<file path="src/rtl/vga_pkg.sv">
// Shared framebuffer geometry defaults and refill-sequencer state encoding.
package vga_pkg;

    localparam int H_ACTIVE_DEFAULT = 800;
    localparam int V_ACTIVE_DEFAULT = 600;
    localparam int FB_DEPTH         = H_ACTIVE_DEFAULT * V_ACTIVE_DEFAULT;

    typedef enum logic [1:0] {
        ST_IDLE  = 2'd0,
        ST_SCAN  = 2'd1,
        ST_FLUSH = 2'd2,
        ST_DONE  = 2'd3
    } state_t;

endpackage

</file>
<file path="src/rtl/fb_refill_sched_scan_counter.sv">
// Raster scan counter: column/row plus a running linear address, so no multiplier is needed.
module scan_counter
    import vga_pkg::*;
#(
    parameter int H_ACTIVE = H_ACTIVE_DEFAULT,
    parameter int V_ACTIVE = V_ACTIVE_DEFAULT,
    parameter int COORD_W  = 12,
    parameter int ADDR_W   = 19
) (
    input  logic               CLK,
    input  logic               rst_n,
    input  logic               clr,
    input  logic               en,
    output logic [COORD_W-1:0] x,
    output logic [COORD_W-1:0] y,
    output logic [ADDR_W-1:0]  addr,
    output logic               last
);

    logic x_end;

    assign x_end = (x == COORD_W'(H_ACTIVE - 1));
    assign last  = x_end && (y == COORD_W'(V_ACTIVE - 1));

    // Wrapping to zero at the last pixel keeps x/y at 0 whenever the scan is idle.
    always_ff @(posedge CLK or negedge rst_n) begin
        if (!rst_n) begin
            x    <= '0;
            y    <= '0;
            addr <= '0;
        end else if (clr || (en && last)) begin
            x    <= '0;
            y    <= '0;
            addr <= '0;
        end else if (en) begin
            addr <= addr + 1'b1;
            if (x_end) begin
                x <= '0;
                y <= y + 1'b1;
            end else begin
                x <= x + 1'b1;
            end
        end
    end

endmodule

</file>
<file path="src/rtl/fb_refill_sched.sv">
// Framebuffer refill sequencer: turns tick/force requests into full-frame raster writes on BRAM port A.
module fb_refill_sched
    import vga_pkg::*;
#(
    parameter int H_ACTIVE = H_ACTIVE_DEFAULT,
    parameter int V_ACTIVE = V_ACTIVE_DEFAULT,
    parameter int COORD_W  = 12,
    parameter int ADDR_W   = $clog2(FB_DEPTH)
) (
    input  logic               CLK,
    input  logic               rst_n,
    input  logic               tick_i,
    input  logic               force_i,
    input  logic               freeze_i,
    output logic [COORD_W-1:0] x_o,
    output logic [COORD_W-1:0] y_o,
    output logic               scan_o,
    output logic               wen_o,
    output logic [ADDR_W-1:0]  addr_o,
    output logic               busy_o,
    output logic               done_o,
    output logic [7:0]         frame_cnt_o
);

    state_t            state;
    logic              tick_q;
    logic              pending;
    logic              req;
    logic              start;
    logic              scan_last;
    logic [ADDR_W-1:0] scan_addr;

    assign req   = (tick_i & ~tick_q & ~freeze_i) | force_i;
    assign start = (state == ST_IDLE) && (req || pending);

    scan_counter #(
        .H_ACTIVE (H_ACTIVE),
        .V_ACTIVE (V_ACTIVE),
        .COORD_W  (COORD_W),
        .ADDR_W   (ADDR_W)
    ) u_scan (
        .CLK   (CLK),
        .rst_n (rst_n),
        .clr   (start),
        .en    (state == ST_SCAN),
        .x     (x_o),
        .y     (y_o),
        .addr  (scan_addr),
        .last  (scan_last)
    );

    // wen_o/addr_o trail the scan by one cycle to line up with the registered colour.
    always_ff @(posedge CLK or negedge rst_n) begin
        if (!rst_n) begin
            state       <= ST_IDLE;
            tick_q      <= 1'b0;
            pending     <= 1'b0;
            scan_o      <= 1'b0;
            wen_o       <= 1'b0;
            addr_o      <= '0;
            busy_o      <= 1'b0;
            done_o      <= 1'b0;
            frame_cnt_o <= 8'd0;
        end else begin
            tick_q <= tick_i;
            wen_o  <= scan_o;
            done_o <= 1'b0;
            if (scan_o) begin
                addr_o <= scan_addr;
            end
            if (start) begin
                pending <= 1'b0;
            end else if (req) begin
                pending <= 1'b1;
            end
            case (state)
                ST_IDLE: begin
                    if (start) begin
                        state  <= ST_SCAN;
                        scan_o <= 1'b1;
                        busy_o <= 1'b1;
                    end
                end
                ST_SCAN: begin
                    if (scan_last) begin
                        state  <= ST_FLUSH;
                        scan_o <= 1'b0;
                    end
                end
                ST_FLUSH: begin
                    state       <= ST_DONE;
                    busy_o      <= 1'b0;
                    done_o      <= 1'b1;
                    frame_cnt_o <= frame_cnt_o + 8'd1;
                end
                ST_DONE: begin
                    state <= ST_IDLE;
                end
                default: begin
                    state <= ST_IDLE;
                end
            endcase
        end
    end

endmodule

</file>
<file path="config.mk">
export PLATFORM = sky130hd
export DESIGN_NAME = fb_refill_sched
export DESIGN_NICKNAME = d
export VERILOG_FILES = /design/src/rtl/vga_pkg.sv /design/src/rtl/fb_refill_sched_scan_counter.sv /design/src/rtl/fb_refill_sched.sv
export SDC_FILE = /design/constraint.sdc
export NUM_CORES = 1
export LEC_CHECK = 0
export BUFFER_PORTS_ARGS = -buffer_cell sky130_fd_sc_hd__buf_4
export CELL_PAD_IN_SITES_DETAIL_PLACEMENT = 1
export CELL_PAD_IN_SITES_GLOBAL_PLACEMENT = 1
export CORE_MARGIN = 2
export CORE_UTILIZATION = 48
export CTS_CLUSTER_SIZE = 10
export DETAILED_ROUTE_END_ITERATION = 6
export PLACE_DENSITY = 0.91
export SLEW_MARGIN = 10
export SYNTH_ARGS = -nofsm -noshare
export SYNTH_HDL_FRONTEND = slang
export SYNTH_SLANG_ARGS = --single-unit
</file>
<file path="constraint.sdc">
create_clock -name CLK -period 4.55 [get_ports CLK]
set_clock_uncertainty 0.05 [all_clocks]
set_input_delay 1.365 -clock CLK [delete_from_list [all_inputs] [get_ports CLK]]
set_output_delay 1.365 -clock CLK [all_outputs]
set_load 0.02 [all_outputs]
</file>
# Word-level counts from Yosys, hierarchy flattened
# Index checks and enable logic that the tools add are counted.
# op_classes
add_sub_neg	4
eq_ne	7
n_mux	18
bitwise_logic	5
n_reduce_logical	15
# op_table
op	count
$mux 12	6
$mux 19	2
$add 12x1->12 const B	2
$eq 12x10->1 const B	2
$add 19x1->19 const B	1
$reduce_bool 2->1	5
$add 8x1->8 const B	1
$pmux 2 s4	1
$reduce_and 2->1	3
$mux 1	5
$eq 2x2->1 const B	2
$mux 2	2
$pmux 1 s2	2
$logic_and 1x1->1	3
$reduce_and 3->1	1
$and 1x1->1	2
$eq 2x1->1 const B	1
$logic_not 2->1	1
$logic_or 1x1->1	2
$ne 2x1->1 const B	1
$ne 2x2->1 const B	1
$not 1->1	2
$or 1x1->1	1
# totals
ff_bits	78
elab_cells	61

# Depth between registers and ports, before layout
# logic_depth
word_depth	9
ltp_mapped	8

# Modules after synthesis
# From an unflattened synthesis, not the netlist that was laid out.
# unflattened
hier_cells	356
hier_area_um2	3865.0
# modules_own_cells
module	instances	cells_each	area_each_um2	seq_area_each_um2
scan_counter	1	260	2439.8	1076.0
fb_refill_sched	1	96	1425.1	875.8

# Worst setup path after synthesis
# OpenSTA, ideal clock, no wires.
# synth_path
path_type	input port to flip-flop
from	input tick_i
to	register u_scan.addr[6]
setup_time_ns	0.079
t_arrival_ns	2.658
path_slack_ns	1.763
path_stages	6
path_buffers	2
cell_sequence	nor3b_2 -> nor4_2 -> clkbuf_1 -> buf_1 -> o21ai_0 -> a21oi_1
# synth_via
elab_chain_len	7
word_cells_on_any_way	8
# synth_lines
item	line	text
start: declaration	fb_refill_sched.sv:12	input logic tick_i,
$and 1x1->1 (*) (2 in series)	fb_refill_sched.sv:33	assign req = (tick_i & ~tick_q & ~freeze_i) | force_i;
$or 1x1->1 (*)	fb_refill_sched.sv:33	
$logic_or 1x1->1 (*)	fb_refill_sched.sv:34	assign start = (state == ST_IDLE) && (req || pending);
$logic_and 1x1->1 (*)	fb_refill_sched.sv:34	
$logic_or 1x1->1 (*)	fb_refill_sched_scan_counter.sv:31	end else if (clr || (en && last)) begin
$mux 19 or $reduce_bool 2->1 (tied branches)	-	
end signal: assignment	fb_refill_sched_scan_counter.sv:36	addr <= addr + 1'b1;
end: declaration	fb_refill_sched_scan_counter.sv:16	output logic [ADDR_W-1:0] addr,
# Mark *: on every way between the ends. The rest lies on a longest branch, timed or not.
# A chain may end at the register's enable or synchronous reset.

# Worst setup path after layout
# layout_path
from	input freeze_i
to	register u_scan.x[2]
# layout_via
elab_chain_len	7
word_cells_on_any_way	8
# layout_lines
item	line	text
start: declaration	fb_refill_sched.sv:14	input logic freeze_i,
$not 1->1 (*)	fb_refill_sched.sv:33	
$and 1x1->1 (*)	fb_refill_sched.sv:33	
$or 1x1->1 (*)	fb_refill_sched.sv:33	
$logic_or 1x1->1 (*)	fb_refill_sched.sv:34	
$logic_and 1x1->1 (*)	fb_refill_sched.sv:34	
$logic_or 1x1->1 (*)	fb_refill_sched_scan_counter.sv:31	
$mux 12 or $reduce_bool 2->1 (tied branches)	-	
end signal: assignment	fb_refill_sched_scan_counter.sv:41	x <= x + 1'b1;
end: declaration	fb_refill_sched_scan_counter.sv:14	output logic [COORD_W-1:0] x,
# Marked as above.

==> reports/summary.txt <==
Status -> completed
Netlist Area Pre-Place -> 0.00405 mm²
Number of synthesized register bits -> 78
Last weighted congestion value of the routability-driven placer -> 0.850
Aggregate negative setup slack -> 0 ns
Sum of overflow across all layers after global routing -> 0
GRT busiest layer -> met2
Buffers added on ports -> 59
Worst-Skew Late Latency -> 0.36 ns
Library cell used as clock root buffer -> sky130_fd_sc_hd__clkbuf_8
Arrival time of the worst setup path -> 3.05 ns
CTS Hold Bufs -> 0
Internal Pwr Total -> 0.00133 W
Required time of the critical path -> 4.74 ns
Overall via count from detail_route -> 3413
Gate family responsible for the most delay along the worst path -> compound AO/OA/AOI/OAI gates
Post-synth EDFFs -> 0
Area of the die -> 0.00919 mm²
Final setup violating endpoints -> 0
Pin count of the biggest net entering global routing -> 79
Final worst-path setup slack -> 1.68 ns
Unrepaired setup endpoints after global routing -> false
Clock tree sinks -> 78
Final Core Density -> 57.8%
Total routing usage reported by global routing -> 24.4%
Count of max-cap constraint violations -> 0
X dimension of the die -> 95.8 µm
Fraction of final layout cells sized beyond drive strength 1 -> 26.3%
Starting density of the core -> 49.3%
Register-to-Register Setup Slack -> 1.98 ns
Launch point of the worst reg-to-reg path -> state[1]
Detailed placer's ending HPWL -> 7020 µm
Worst rel slew slack -> 32.7%
DR iter-0 viols -> 107
Slew Viols, Final -> 0
Total power draw -> 0.00211 W
Post-DRT Antenna Nets -> 0
DR pass1 iterations -> 4
Row cnt -> 33
Number of buffers inserted to repair setup after CTS -> 0
Setup WS pre-CTS -> 1.32 ns
Vias per std cell -> 6.34
Worst flop-to-flop path endpoint -> u_scan.y[3]
Register clock-pin slew on the reported worst setup and hold paths -> 0.09 ns
IO Count -> 60
GR Util met3 -> 4.07%
Portion of total power attributed to sequential cells -> 41.1%
Post-synthesis net count -> 385
Crit path largest cell delay -> 0.84 ns
PwrDens -> 445 mW/mm²
Highest clock frequency the design can meet -> 349 MHz
Part of the total power dissipated in the clock network -> 27.6%
Worst Setup Path Type -> input port to flop
Post-synthesis sequential area ratio -> 48.2%
Max VDD drop -> 0.177 mV
Leak pwr -> 2.19 nW
Setup crit start kind -> input port
Hold Fails Final Rpt -> 0
Number of instances in the synthesized netlist -> 373
Maximum fanout count along the critical path -> 28
Cell Chain, Critical Path -> buf_4 -> nor3b_2 -> o31a_1 -> o21ai_0 -> mux2i_1
Worst Path Buf+Inv -> 1
Worst min path class -> flop to flop
Ratio of final minimum period to clock period -> 63.0%
Terminating pin of the worst hold path -> frame_cnt_o[6]
H-tree depth -> 3
Chip Height -> 95.8 µm
Primary flip-flop cell chosen by synthesis mapping -> sky130_fd_sc_hd__dfrtp_1
Number of cells on the worst reg-to-reg path -> 7
Wire length of the first global-routing pass -> 17500 µm
Number of gates given a new drive strength after cts -> 0
Highest-delay cell along the critical path -> sky130_fd_sc_hd__o31a_1
Net Sw Frac -> 36.9%
Relative area change from synthesis to final layout -> 17.2%
Post-route minimum period -> 2.87 ns
Launch point of the worst hold path -> frame_cnt_o[6]
Gate power share -> 31.3%
GRT met2 Usage -> 41.5%
Number of buffers on the longest clock path -> 2
Met1 demand-to-capacity share in global routing -> 31.3%
Post-synthesis average cell area -> 10.9 µm²
Finished Layout Cells -> 538
Number of inserted diodes -> 0
Slew of the pin with the lowest slew margin -> 1.01 ns
Nature of the critical path endpoint -> flop
Net load switching power -> 0.000779 W
Number of cells on the worst hold path -> 1
Number of DRC violations after detailed routing -> 0
Initial antenna violation count -> 0
Routed length per instance -> 19.7 µm
Core footprint -> 0.00822 mm²
Post-synthesis cell type count -> 59
Aggregate routed wire length -> 10600 µm
Vias in the first global route -> 3436
Fraction of synthesis flops using an asynchronous set or reset pin -> 100%
TritonCTS clock tree -> built
Placed cell count -> 522
Yosys warning total -> 0
Net total in the final layout -> 440
Number of buffers created by CTS -> 9
## Yosys cell counts, types with 2 or more instances
| library cell | count | area [µm²] |
|---|---|---|
| sky130_fd_sc_hd__o2111ai_1 | 4 | 35.0 |
| sky130_fd_sc_hd__o31a_1 | 2 | 17.5 |
| sky130_fd_sc_hd__o211ai_1 | 5 | 37.5 |
| sky130_fd_sc_hd__dfrtp_1 | 78 | 1950 |
| sky130_fd_sc_hd__xor2_1 | 6 | 52.6 |
| sky130_fd_sc_hd__inv_1 | 10 | 37.5 |
| sky130_fd_sc_hd__o21ai_0 | 7 | 35.0 |
| sky130_fd_sc_hd__o31ai_1 | 11 | 82.6 |
| sky130_fd_sc_hd__and4_1 | 7 | 61.3 |
| sky130_fd_sc_hd__mux2_2 | 20 | 225 |
| sky130_fd_sc_hd__a21oi_1 | 29 | 145 |
| sky130_fd_sc_hd__clkbuf_8 | 4 | 55.1 |
| sky130_fd_sc_hd__nand4_2 | 2 | 25.0 |
| sky130_fd_sc_hd__buf_1 | 2 | 7.51 |
| sky130_fd_sc_hd__and2_1 | 2 | 12.5 |
| sky130_fd_sc_hd__o21a_1 | 2 | 15.0 |
| sky130_fd_sc_hd__nor4_1 | 2 | 12.5 |
| sky130_fd_sc_hd__buf_6 | 2 | 22.5 |
| sky130_fd_sc_hd__or4_1 | 20 | 150 |
| sky130_fd_sc_hd__nor2_1 | 7 | 26.3 |
| sky130_fd_sc_hd__xnor2_1 | 5 | 43.8 |
| sky130_fd_sc_hd__buf_2 | 3 | 15.0 |
| sky130_fd_sc_hd__mux2i_1 | 10 | 100 |
| sky130_fd_sc_hd__o22ai_1 | 2 | 12.5 |
| sky130_fd_sc_hd__a211oi_1 | 3 | 22.5 |
| sky130_fd_sc_hd__nand2_1 | 25 | 93.8 |
| sky130_fd_sc_hd__and3_1 | 6 | 37.5 |
| sky130_fd_sc_hd__ha_1 | 7 | 87.6 |
| sky130_fd_sc_hd__or3_1 | 14 | 87.6 |
| sky130_fd_sc_hd__clkbuf_1 | 9 | 33.8 |
| sky130_fd_sc_hd__nand4_1 | 13 | 81.3 |
| sky130_fd_sc_hd__nand3_1 | 27 | 135 |
## worst register-to-register path: cells and delay by family (launching register included)
family | cells | cell delay, ns
simple gates | 3 | 1.31
flops | 1 | 0.43
buf+inv | 2 | 0.38
fa+ha+maj | 1 | 0.16
compound gates | 1 | 0.16
## stage by stage
| stage | instance area [µm²] | hold slack, ns |
|---|---|---|
| global route | 4750 | 0.488 |
| CTS | 4750 | 0.464 |
| detailed placement | 4530 | 0.447 |
| finish | 4750 | 0.460 |
| floorplan | 4050 | 0.444 |
| global placement | 4530 | 0.413 |
## logic make-up (layout without fill, tap and decap cells)
group,Yosys count,count (layout),synth area share (%)
compound gates,79,79,13.5
xor+xnor,11,11,2.38
fa+ha+maj,7,7,2.16
buf+inv,31,91,4.33
flops,78,78,48.2
mux,30,30,8.03
simple gates,137,137,21.4
## worst max-delay path by stage
| stage | from | endpoint | slack (ns) | cells after the start |
|---|---|---|---|---|
| floorplan | tick_i | u_scan.addr[6] | 1.76 | 6 |
| global placement | freeze_i | u_scan.x[2] | 1.39 | 5 |
| detailed placement | freeze_i | u_scan.x[2] | 1.32 | 5 |
| CTS | freeze_i | scan_o | 1.69 | 5 |
| global route | freeze_i | u_scan.x[6] | 1.55 | 5 |
| finish | freeze_i | u_scan.x[2] | 1.68 | 5 |
## metal layers
layer / vias to the layer above / routed length (µm) / part of all wire [%]
met5: - / 0 / 0
met4: 0 / 163 / 1.5
met3: 13 / 416 / 3.9
met2: 87 / 5500 / 52
met1: 1766 / 4520 / 43
li1: 1547 / - / -
## state kept, by name, indices dropped and copies added, names as in the netlist
signal	flops
pending	1
scan_o	1
addr_o	19
done_o	1
tick_q	1
state	2
frame_cnt_o	8
u_scan.x	12
busy_o	1
u_scan.y	12
u_scan.addr	19
wen_o	1
## cell type report
type / instances / area [µm²]
clock buffer: 9 / 124
timing repair buffer: 64 / 480
sequential: 78 / 1950
clock inverter: 7 / 96.3
tap: 105 / 131
inverter: 11 / 41.3
fill: 890 / 3470
multi-input combinational: 264 / 1920
## power by group through the flow
stage | Clock [W] | Combinational, W | Sequential [W]
6_report | 0.000583 | 0.000661 | 0.000868
5_1_grt | 0.000618 | 0.000724 | 0.000881
4_1_cts | 0.000593 | 0.000668 | 0.000868
3_5_place_dp | 0 | 0.000656 | 0.000876
3_3_place_gp | 0 | 0.000624 | 0.000870
2_1_floorplan | 0 | 0.000402 | 0.000923
## cells in the final DEF (no fill, tap or decap), drive strengths merged, types with 2 or more instances in the layout
cell / netlist / layout
dfrtp: 78 / 78
nand3: 27 / 27
ha: 7 / 7
a211oi: 3 / 3
buf: 7 / 64
and4: 7 / 7
xnor2: 5 / 5
mux2: 20 / 20
mux2i: 10 / 10
clkbuf: 13 / 9
xor2: 6 / 6
o21a: 2 / 2
o21ai: 8 / 8
inv: 10 / 11
or3: 14 / 14
a21oi: 29 / 29
nor3b: 2 / 2
clkinv: 1 / 2
bufinv: 0 / 2
and3: 6 / 6
nand4: 16 / 16
o31ai: 13 / 13
o31a: 2 / 2
nand2: 25 / 25
o2111ai: 4 / 4
or4: 20 / 20
and2: 3 / 3
o22ai: 2 / 2
clkinvlp: 0 / 3
nor2: 7 / 7
o211ai: 6 / 6
nor4: 3 / 3
Note: power is estimated with default switching activity, not from simulation.
